File: src/rtl/dma_mem_arbiter_if.sv
// Bundle of the three requester ports and the shared memory bus of dma_mem_arbiter.
// The master modport is the arbiter's view; slave is the requesters plus memory.
interface dma_mem_arbiter_if;
  logic        instr_m_access;
  logic [19:1] instr_m_addr;
  logic        instr_m_ack;
  logic [15:0] instr_m_data_in;

  logic        data_m_access;
  logic [19:1] data_m_addr;
  logic [15:0] data_m_data_out;
  logic        data_m_wr_en;
  logic [1:0]  data_m_bytesel;
  logic        data_m_ack;
  logic [15:0] data_m_data_in;

  logic        dma_m_access;
  logic [19:1] dma_m_addr;
  logic [15:0] dma_m_data_out;
  logic        dma_m_wr_en;
  logic [1:0]  dma_m_bytesel;
  logic        dma_m_ack;
  logic [15:0] dma_m_data_in;

  logic        q_m_access;
  logic [19:1] q_m_addr;
  logic [15:0] q_m_data_out;
  logic        q_m_wr_en;
  logic [1:0]  q_m_bytesel;
  logic        q_m_ack;
  logic [15:0] q_m_data_in;

  modport master (
    input  instr_m_access, instr_m_addr,
    output instr_m_ack, instr_m_data_in,
    input  data_m_access, data_m_addr, data_m_data_out, data_m_wr_en, data_m_bytesel,
    output data_m_ack, data_m_data_in,
    input  dma_m_access, dma_m_addr, dma_m_data_out, dma_m_wr_en, dma_m_bytesel,
    output dma_m_ack, dma_m_data_in,
    output q_m_access, q_m_addr, q_m_data_out, q_m_wr_en, q_m_bytesel,
    input  q_m_ack, q_m_data_in
  );

  modport slave (
    output instr_m_access, instr_m_addr,
    input  instr_m_ack, instr_m_data_in,
    output data_m_access, data_m_addr, data_m_data_out, data_m_wr_en, data_m_bytesel,
    input  data_m_ack, data_m_data_in,
    output dma_m_access, dma_m_addr, dma_m_data_out, dma_m_wr_en, dma_m_bytesel,
    input  dma_m_ack, dma_m_data_in,
    input  q_m_access, q_m_addr, q_m_data_out, q_m_wr_en, q_m_bytesel,
    output q_m_ack, q_m_data_in
  );
endinterface

File: src/rtl/dma_mem_arbiter.sv
// Round-robin arbiter of instruction, data and DMA requesters onto one memory bus,
// with ack timeout. DMA port arbitrated only when CONFIG_ARB_DMA_EN is defined.
module dma_mem_arbiter #(
  parameter int unsigned ACK_TIMEOUT = 1023
) (
  input  logic              clk,
  input  logic              reset,
  dma_mem_arbiter_if.master bus,
  output logic              timeout_err
);

  typedef enum logic [1:0] {IDLE, GRANT_I, GRANT_D, GRANT_M} state_t;

  localparam int CW = (ACK_TIMEOUT < 2) ? 1 : $clog2(ACK_TIMEOUT + 1);

  state_t        r_state;
  state_t        r_last;
  logic [CW-1:0] r_wait;
  logic          r_q_access;
  logic          r_timeout_err;

  state_t        w_state_nxt;
  state_t        w_pick;
  logic          w_req_i;
  logic          w_req_d;
  logic          w_req_m;
  logic          w_tmo_hit;
  logic          w_done;
  logic          w_tmo;
  logic [15:0]   w_rd_data;

  assign w_req_i = bus.instr_m_access;
  assign w_req_d = bus.data_m_access;
`ifdef CONFIG_ARB_DMA_EN
  assign w_req_m = bus.dma_m_access;
`else
  assign w_req_m = 1'b0;
`endif

  assign w_tmo_hit = (ACK_TIMEOUT != 0) && (r_wait == CW'(ACK_TIMEOUT));

  // Search starts just after the last owner: I -> D -> M -> I.
  always_comb begin
    w_pick = IDLE;
    case (r_last)
      GRANT_I: begin
        if (w_req_d)      w_pick = GRANT_D;
        else if (w_req_m) w_pick = GRANT_M;
        else if (w_req_i) w_pick = GRANT_I;
      end
      GRANT_D: begin
        if (w_req_m)      w_pick = GRANT_M;
        else if (w_req_i) w_pick = GRANT_I;
        else if (w_req_d) w_pick = GRANT_D;
      end
      default: begin
        if (w_req_i)      w_pick = GRANT_I;
        else if (w_req_d) w_pick = GRANT_D;
        else if (w_req_m) w_pick = GRANT_M;
      end
    endcase
  end

  always_comb begin
    w_state_nxt = r_state;
    w_done      = 1'b0;
    w_tmo       = 1'b0;
    if (r_state == IDLE) begin
      w_state_nxt = w_pick;
    end else if (bus.q_m_ack) begin
      w_done      = 1'b1;
      w_state_nxt = IDLE;
    end else if (w_tmo_hit) begin
      w_done      = 1'b1;
      w_tmo       = 1'b1;
      w_state_nxt = IDLE;
    end
  end

  always_ff @(posedge clk or posedge reset) begin
    if (reset) begin
      r_state       <= IDLE;
      r_last        <= GRANT_M;
      r_wait        <= '0;
      r_q_access    <= 1'b0;
      r_timeout_err <= 1'b0;
    end else begin
      r_state    <= w_state_nxt;
      r_q_access <= (w_state_nxt != IDLE);
      if (r_state != IDLE && w_done) r_last <= r_state;
      if (r_state == IDLE || w_state_nxt == IDLE)
        r_wait <= '0;
      else if (ACK_TIMEOUT != 0)
        r_wait <= r_wait + 1'b1;
      if (w_tmo) r_timeout_err <= 1'b1;
    end
  end

  always_comb begin
    bus.q_m_addr     = '0;
    bus.q_m_data_out = '0;
    bus.q_m_wr_en    = 1'b0;
    bus.q_m_bytesel  = 2'b00;
    case (r_state)
      GRANT_I: begin
        bus.q_m_addr    = bus.instr_m_addr;
        bus.q_m_bytesel = 2'b11;
      end
      GRANT_D: begin
        bus.q_m_addr     = bus.data_m_addr;
        bus.q_m_data_out = bus.data_m_data_out;
        bus.q_m_wr_en    = bus.data_m_wr_en;
        bus.q_m_bytesel  = bus.data_m_bytesel;
      end
`ifdef CONFIG_ARB_DMA_EN
      GRANT_M: begin
        bus.q_m_addr     = bus.dma_m_addr;
        bus.q_m_data_out = bus.dma_m_data_out;
        bus.q_m_wr_en    = bus.dma_m_wr_en;
        bus.q_m_bytesel  = bus.dma_m_bytesel;
      end
`endif
      default: ;
    endcase
  end

  assign bus.q_m_access = r_q_access;
  assign w_rd_data      = w_tmo ? 16'hFFFF : bus.q_m_data_in;

  assign bus.instr_m_ack     = w_done && (r_state == GRANT_I);
  assign bus.instr_m_data_in = bus.instr_m_ack ? w_rd_data : 16'h0000;
  assign bus.data_m_ack      = w_done && (r_state == GRANT_D);
  assign bus.data_m_data_in  = bus.data_m_ack ? w_rd_data : 16'h0000;
`ifdef CONFIG_ARB_DMA_EN
  assign bus.dma_m_ack       = w_done && (r_state == GRANT_M);
  assign bus.dma_m_data_in   = bus.dma_m_ack ? w_rd_data : 16'h0000;
`else
  assign bus.dma_m_ack       = 1'b0;
  assign bus.dma_m_data_in   = 16'h0000;
`endif

  assign timeout_err = r_timeout_err;

endmodule

File: src/flat_wrapper.sv
// flat-port wrapper written by rule: the top's interface ports become plain ports
module dma_mem_arbiter_flat 
#(
  parameter int unsigned ACK_TIMEOUT = 1023
)
  (clk, reset, timeout_err, bus_instr_m_access, bus_instr_m_addr, bus_instr_m_ack, bus_instr_m_data_in, bus_data_m_access, bus_data_m_addr, bus_data_m_data_out, bus_data_m_wr_en, bus_data_m_bytesel, bus_data_m_ack, bus_data_m_data_in, bus_dma_m_access, bus_dma_m_addr, bus_dma_m_data_out, bus_dma_m_wr_en, bus_dma_m_bytesel, bus_dma_m_ack, bus_dma_m_data_in, bus_q_m_access, bus_q_m_addr, bus_q_m_data_out, bus_q_m_wr_en, bus_q_m_bytesel, bus_q_m_ack, bus_q_m_data_in);
  dma_mem_arbiter_if bus_i ();
  input  logic clk;
  input  logic reset;
  output logic timeout_err;
  input wire logic [$bits(bus_i.instr_m_access)-1:0] bus_instr_m_access;
  input wire logic [$bits(bus_i.instr_m_addr)-1:0] bus_instr_m_addr;
  output wire logic [$bits(bus_i.instr_m_ack)-1:0] bus_instr_m_ack;
  output wire logic [$bits(bus_i.instr_m_data_in)-1:0] bus_instr_m_data_in;
  input wire logic [$bits(bus_i.data_m_access)-1:0] bus_data_m_access;
  input wire logic [$bits(bus_i.data_m_addr)-1:0] bus_data_m_addr;
  input wire logic [$bits(bus_i.data_m_data_out)-1:0] bus_data_m_data_out;
  input wire logic [$bits(bus_i.data_m_wr_en)-1:0] bus_data_m_wr_en;
  input wire logic [$bits(bus_i.data_m_bytesel)-1:0] bus_data_m_bytesel;
  output wire logic [$bits(bus_i.data_m_ack)-1:0] bus_data_m_ack;
  output wire logic [$bits(bus_i.data_m_data_in)-1:0] bus_data_m_data_in;
  input wire logic [$bits(bus_i.dma_m_access)-1:0] bus_dma_m_access;
  input wire logic [$bits(bus_i.dma_m_addr)-1:0] bus_dma_m_addr;
  input wire logic [$bits(bus_i.dma_m_data_out)-1:0] bus_dma_m_data_out;
  input wire logic [$bits(bus_i.dma_m_wr_en)-1:0] bus_dma_m_wr_en;
  input wire logic [$bits(bus_i.dma_m_bytesel)-1:0] bus_dma_m_bytesel;
  output wire logic [$bits(bus_i.dma_m_ack)-1:0] bus_dma_m_ack;
  output wire logic [$bits(bus_i.dma_m_data_in)-1:0] bus_dma_m_data_in;
  output wire logic [$bits(bus_i.q_m_access)-1:0] bus_q_m_access;
  output wire logic [$bits(bus_i.q_m_addr)-1:0] bus_q_m_addr;
  output wire logic [$bits(bus_i.q_m_data_out)-1:0] bus_q_m_data_out;
  output wire logic [$bits(bus_i.q_m_wr_en)-1:0] bus_q_m_wr_en;
  output wire logic [$bits(bus_i.q_m_bytesel)-1:0] bus_q_m_bytesel;
  input wire logic [$bits(bus_i.q_m_ack)-1:0] bus_q_m_ack;
  input wire logic [$bits(bus_i.q_m_data_in)-1:0] bus_q_m_data_in;
  assign bus_i.instr_m_access = bus_instr_m_access;
  assign bus_i.instr_m_addr = bus_instr_m_addr;
  assign bus_instr_m_ack = bus_i.instr_m_ack;
  assign bus_instr_m_data_in = bus_i.instr_m_data_in;
  assign bus_i.data_m_access = bus_data_m_access;
  assign bus_i.data_m_addr = bus_data_m_addr;
  assign bus_i.data_m_data_out = bus_data_m_data_out;
  assign bus_i.data_m_wr_en = bus_data_m_wr_en;
  assign bus_i.data_m_bytesel = bus_data_m_bytesel;
  assign bus_data_m_ack = bus_i.data_m_ack;
  assign bus_data_m_data_in = bus_i.data_m_data_in;
  assign bus_i.dma_m_access = bus_dma_m_access;
  assign bus_i.dma_m_addr = bus_dma_m_addr;
  assign bus_i.dma_m_data_out = bus_dma_m_data_out;
  assign bus_i.dma_m_wr_en = bus_dma_m_wr_en;
  assign bus_i.dma_m_bytesel = bus_dma_m_bytesel;
  assign bus_dma_m_ack = bus_i.dma_m_ack;
  assign bus_dma_m_data_in = bus_i.dma_m_data_in;
  assign bus_q_m_access = bus_i.q_m_access;
  assign bus_q_m_addr = bus_i.q_m_addr;
  assign bus_q_m_data_out = bus_i.q_m_data_out;
  assign bus_q_m_wr_en = bus_i.q_m_wr_en;
  assign bus_q_m_bytesel = bus_i.q_m_bytesel;
  assign bus_i.q_m_ack = bus_q_m_ack;
  assign bus_i.q_m_data_in = bus_q_m_data_in;
  dma_mem_arbiter #(.ACK_TIMEOUT(ACK_TIMEOUT)) u_core (.clk(clk), .reset(reset), .bus(bus_i), .timeout_err(timeout_err));
endmodule
File: config.mk
export PLATFORM = sky130hd
export DESIGN_NAME = dma_mem_arbiter_flat
export DESIGN_NICKNAME = d
export VERILOG_FILES = /design/src/rtl/dma_mem_arbiter_if.sv /design/src/rtl/dma_mem_arbiter.sv /design/src/flat_wrapper.sv
export SDC_FILE = /design/constraint.sdc
export NUM_CORES = 1
export LEC_CHECK = 0
export CORE_AREA = 2 2 80 82
export CTS_BUF_LIST = sky130_fd_sc_hd__clkbuf_4 sky130_fd_sc_hd__clkbuf_8 sky130_fd_sc_hd__clkbuf_16
export DETAILED_ROUTE_END_ITERATION = 10
export DIE_AREA = 0 0 82 84
export PLACE_DENSITY = 0.87
export SYNTH_ARGS = -nofsm -noshare
export SYNTH_HDL_FRONTEND = slang
export SYNTH_SLANG_ARGS = --single-unit
File: constraint.sdc
create_clock -name clk -period 3.66 [get_ports clk]
set_clock_uncertainty 0.15 [all_clocks]
set_input_delay 0.549 -clock clk [delete_from_list [all_inputs] [get_ports clk]]
set_output_delay 0.549 -clock clk [all_outputs]
set_load 0.1 [all_outputs]
; ---- Yosys cells after proc, flatten, opt, wreduce, memory -nomap -nowiden
; Cells that the tools add are included.
[totals]
reg_bits = 16
out_inout_bits = 91
wordCells = 39
[op_classes]
addsub = 1
n_eq_ne = 4
muxes = 21
reduce_logical = 8
[op_table]
columns = op, n
row1 = $mux 16, 4
row2 = $pmux 19 s2, 1
row3 = $mux 2, 7
row4 = $add 10x1->10 const B, 1
row5 = $eq 10x10->1 const B, 1
row6 = $mux 10, 1
row7 = $mux 1, 7
row8 = $eq 2x1->1 const B, 2
row9 = $logic_not 2->1, 2
row10 = $pmux 2 s2, 1
row11 = $reduce_bool 2->1, 2
row12 = $logic_and 1x1->1, 3
row13 = $eq 2x2->1 const B, 1
row14 = $logic_or 1x1->1, 1

; ---- Depth between registers and ports, before layout
[depth]
ltp_word = 7
ltp_mapped = 6
depth_no_buf = 6

; ---- Worst setup path after synthesis
; OpenSTA, ideal clock, no wires.
[synth_path]
path_type = register -> output
startpoint = register u_core.r_wait[0]
endpoint = output bus_data_m_data_in[0]
arrival_ns = 2.676
required_time_ns = 2.961
path_slack_ns = 0.285
path_stages_with_launch = 7
path_buffers = 1
cell_sequence = dfrtp_1 > ha_1 > and4_1 > and3_4 > nand2b_4 > buf_6 > a21oi_1
[synth_via]
elab_chain_len = 6
word_cells_on_any_way = 9
[synth_lines]
columns = item, line_no
row1 = start: declaration, dma_mem_arbiter.sv:18  ; logic [CW-1:0] r_wait;
row2 = start signal: assignment, dma_mem_arbiter.sv:94  ; r_wait <= r_wait + 1'b1;
row3 = $eq 10x10->1 (*), dma_mem_arbiter.sv:40  ; assign w_tmo_hit = (ACK_TIMEOUT != 0) && (r_wait == CW'(ACK_TIMEOUT));
row4 = $mux 1 (*), dma_mem_arbiter.sv:73  ; end else if (w_tmo_hit) begin
row5 = $mux 1, dma_mem_arbiter.sv:70  ; end else if (bus.q_m_ack) begin
row6 = $mux 1, dma_mem_arbiter.sv:68  ; if (r_state == IDLE) begin
row7 = $mux 16 / $logic_and 1x1->1 (equally long branches), "dma_mem_arbiter.sv:128, dma_mem_arbiter.sv:132"
row8 = $mux 16 (*), dma_mem_arbiter.sv:133  ; assign bus.data_m_data_in = bus.data_m_ack ? w_rd_data : 16'h0000;
row9 = end: declaration, flat_wrapper.sv:21  ; output wire logic [$bits(bus_i.data_m_data_in)-1:0] bus_data_m_data_in;
; Mark *: on every way between the ends. The rest lies on a longest branch, timed or not.

; ---- Worst setup path in the final report
[layout_path]
startpoint = register u_core.r_state[0]
endpoint = output bus_data_m_data_in[8]
[layout_via]
elab_chain_len = 4
word_cells_on_any_way = 7
[layout_lines]
columns = item, line_no
row1 = start: declaration, dma_mem_arbiter.sv:16  ; state_t r_state;
row2 = start signal: assignment, dma_mem_arbiter.sv:88  ; r_state <= w_state_nxt;
row3 = $logic_not 2->1, dma_mem_arbiter.sv:68
row4 = $mux 1, dma_mem_arbiter.sv:68
row5 = $mux 16 / $logic_and 1x1->1 (equally long branches), "dma_mem_arbiter.sv:128, dma_mem_arbiter.sv:132"
row6 = $mux 16 (*), dma_mem_arbiter.sv:133
; Marks and branches as above.

==> results.toml <==
[routing]
detail_route.vias_per_cell = 4.75
drt-wirelength-per-cell_um = 14.1
finalWirelength_mm = 6.20
detail_route.drc_violations = 0
drc_violation_total_after_the_first_tritonroute_iteration = 53
routed-via-count = 2085
drt_pass_1_iters = 4
final_antenna_net_count = 0

[sta]
fin_ws_ns = 0.548
slew_at_the_pin_closest_to_its_max_slew_limit_ns = 0.978
fin_crit_sh_pct = 85.0
final-setup-viol-count = 0
achievable-frequency_mhz = 321
rsz0062_at_grt = "false"
maxSlewHeadroom_pct = 34.6
final_max_slew_viol_count = 0
finalHoldViolCount = 0
whs_ns = 0.348
final_period_minus_worst_setup_slack_ns = 3.11
fin_tns_setup_ns = 0

[global_routing]
grt_first_pass_wirelength_mm = 9.28
global_route.usage.total_pct = 16.9
antenna_found_initial = 0
overflow = 0
number_of_global_route_vias_before_repair = 2027
grt_start_max_net_pins = 33

[yosys]
mean_syn_cell_area_sq_um = 7.42
yosysWarningCount = 0
synth-seq-cells = 16
synth.lib_cells_used.distinct = 37
synthCells = 222
async_flop_share_pct = 100
syn_area_sq_um = 1650
synth_edf_count = 0
synth_ff_type = "dfrtp_1"
synth-seq-area-share_pct = 24.5

[worst_setup_path]
critPathArrivalTime_ns = 2.41
worst_r2r_startpoint = "u_core.r_wait[0]$_DFF_PP0_"
crit_type = "flop to output pin"
cp_cell_sequence = "inv_1, ha_1, nand2b_1, a21oi_1, buf_12"
setup.worst_path.end_class = "output pin"
r2r-end = "u_core.r_last[1]$_DFFE_PP1P_"
critical-path-max-stage-delay_ns = 0.49
critical_path_peak_fanout = 17
r2r_cells = 5
setup.reg_to_reg.worst_slack_ns = 1.80
crit_path_start_kind = "flop"
critical_path.slowest_cell = "ha_1"
critPathRequiredTime_ns = 2.96

[cells_and_area]
area.growth.synth_to_final_pct = 108
most-common-layout-cells = "clkdlybuf4s50_1 (79), buf_4 (41), a21oi_1 (37), buf_12 (34), nor2b_1 (21)"
final_net_count = 484
antennaDiodeCount = 0
mostFrequentLayoutCell = "clkdlybuf4s50_1"
drive_above_1_share_pct = 23.5

[pwr]
irDropWorstVdd_uv = 854
power.density_nw_per_um2 = 795
total_leakage_power_nw = 1.43
p_total_mw = 2.72

[min_path]
timing.hold.worst_path_depth = 1
holdCritStartpoint = "u_core.r_wait[0]$_DFF_PP0_"
worstHoldEndpoint = "u_core.r_wait[0]$_DFF_PP0_"
hold_class = "flop to flop"

[cts]
cts.htree.levels = 1
clk_pin_slew_ns = 0.07
insertion_delay_ns = 0.25
post_cts_resized = 0
cts_num_sinks = 16
cts.path.max_buffers = 2
cts_tree = "done"
postCtsHoldBufs = 0
cts-root-buf = "clkbuf_8"
post_cts.repair.setup_buffers = 0
cts_inserted_buffers = 3

[floorplanning]
die_w_um = 82
floorplan.die_area_sq_um = 6890
initial_utilization_pct = 27.0
pin_count = 208
die-height_um = 84
area_of_the_core_sq_um = 6100
placement_rows = 29

[place]
gp_routability_congestion = 0.778
io_buffers = 151
dpl_worst_slack_ns = 0.756
dpl.hpwl_mm = 5.11

[flow_run]
timing.max_cap.violations = 0

[status]
outcome = "finished clean"
[report_power, final]
part           switching (mW)  leakage (nW)  total, mW  internal, mW
clock network          0.0646        0.0288      0.160        0.0956
registers              0.0240         0.212      0.237         0.213
logic                    1.73          1.19       2.32         0.589
[worst max-delay path, delay by kind of cell, from the launching register on]
| kind | cells | cell delay [ns] |
|---|---|---|
| compound gates | 1 | 0.42 |
| buf+inv | 2 | 0.34 |
| flops | 1 | 0.41 |
| simple gates | 1 | 0.49 |
| fa+ha+maj | 1 | 0.49 |
[cell families after synthesis]
group,Yosys count,synth area share (%)
flops,16,24.5
compound gates,65,23.6
buf+inv,39,14.4
fa+ha+maj,4,3.04
xor+xnor,6,3.19
simple gates,89,29.7
mux,2,1.29
other cells,1,0.228
[cells in the mapped netlist (2+ instances only)]
cell type  instances  area share, %
dfrtp_1           14             21
dfstp_2            2            3.2
clkbuf_1          10            2.3
nor2_1            13            3.0
ha_1               4            3.0
inv_1              5            1.1
a21oi_1           37             11
xnor2_1            2            1.1
a32o_1             2            1.2
nor2b_1           21            8.0
o21ai_0            3           0.91
nand2b_1           2           0.76
buf_4             17            7.8
xor2_1             4            2.1
and3_1             2           0.76
a22oi_1           19            8.7
buf_2              4            1.2
buf_6              3            2.1
nand3_1            4            1.2
nand2_1           19            4.3
and4_1             2            1.1
and2_1            18            6.8
[state kept, by name, indices dropped and copies added, names as in the netlist]
| register | count |
|---|---|
| u_core.bus.q_m_access | 1 |
| u_core.r_last | 2 |
| u_core.r_state | 2 |
| u_core.r_wait | 10 |
| u_core.timeout_err | 1 |
[stage by stage]
step	utilization (%)	instance area [sq um]	cells
floorplan	-	1710	238
global placement	55.2	3360	435
detailed placement	55.2	3360	435
CTS	56.1	3420	439
global route	56.1	3420	439
finish	56.1	3420	439
[final cells by class]
cell class	count	area, sq um
multi-input combinational	183	1070
fill	553	2680
clock buffer	4	55.1
inverter	5	18.8
sequential	16	403
tap	77	96.3
timing repair buffer	154	1780
[layer usage]
layer	global-route usage, %	routed length [um]
met1	18.0	2290
met2	32.1	3230
met3	3.35	554
met4	5.00	124
met5	0	0
[worst max path at each step]
stage / from / end / cells past startpoint
final: u_core.r_state[0]$_DFF_PP0_ / bus_data_m_data_in[8] / 5
after global routing: u_core.r_state[0]$_DFF_PP0_ / bus_data_m_data_in[15] / 5
after detailed placement: u_core.r_state[0]$_DFF_PP0_ / bus_data_m_data_in[8] / 5
after global placement: u_core.r_state[0]$_DFF_PP0_ / bus_data_m_data_in[8] / 5
after CTS: u_core.r_state[0]$_DFF_PP0_ / bus_data_m_data_in[8] / 5
after floorplan: u_core.r_wait[0]$_DFF_PP0_ / bus_data_m_data_in[0] / 6
Power figures use the tool's default switching activity.
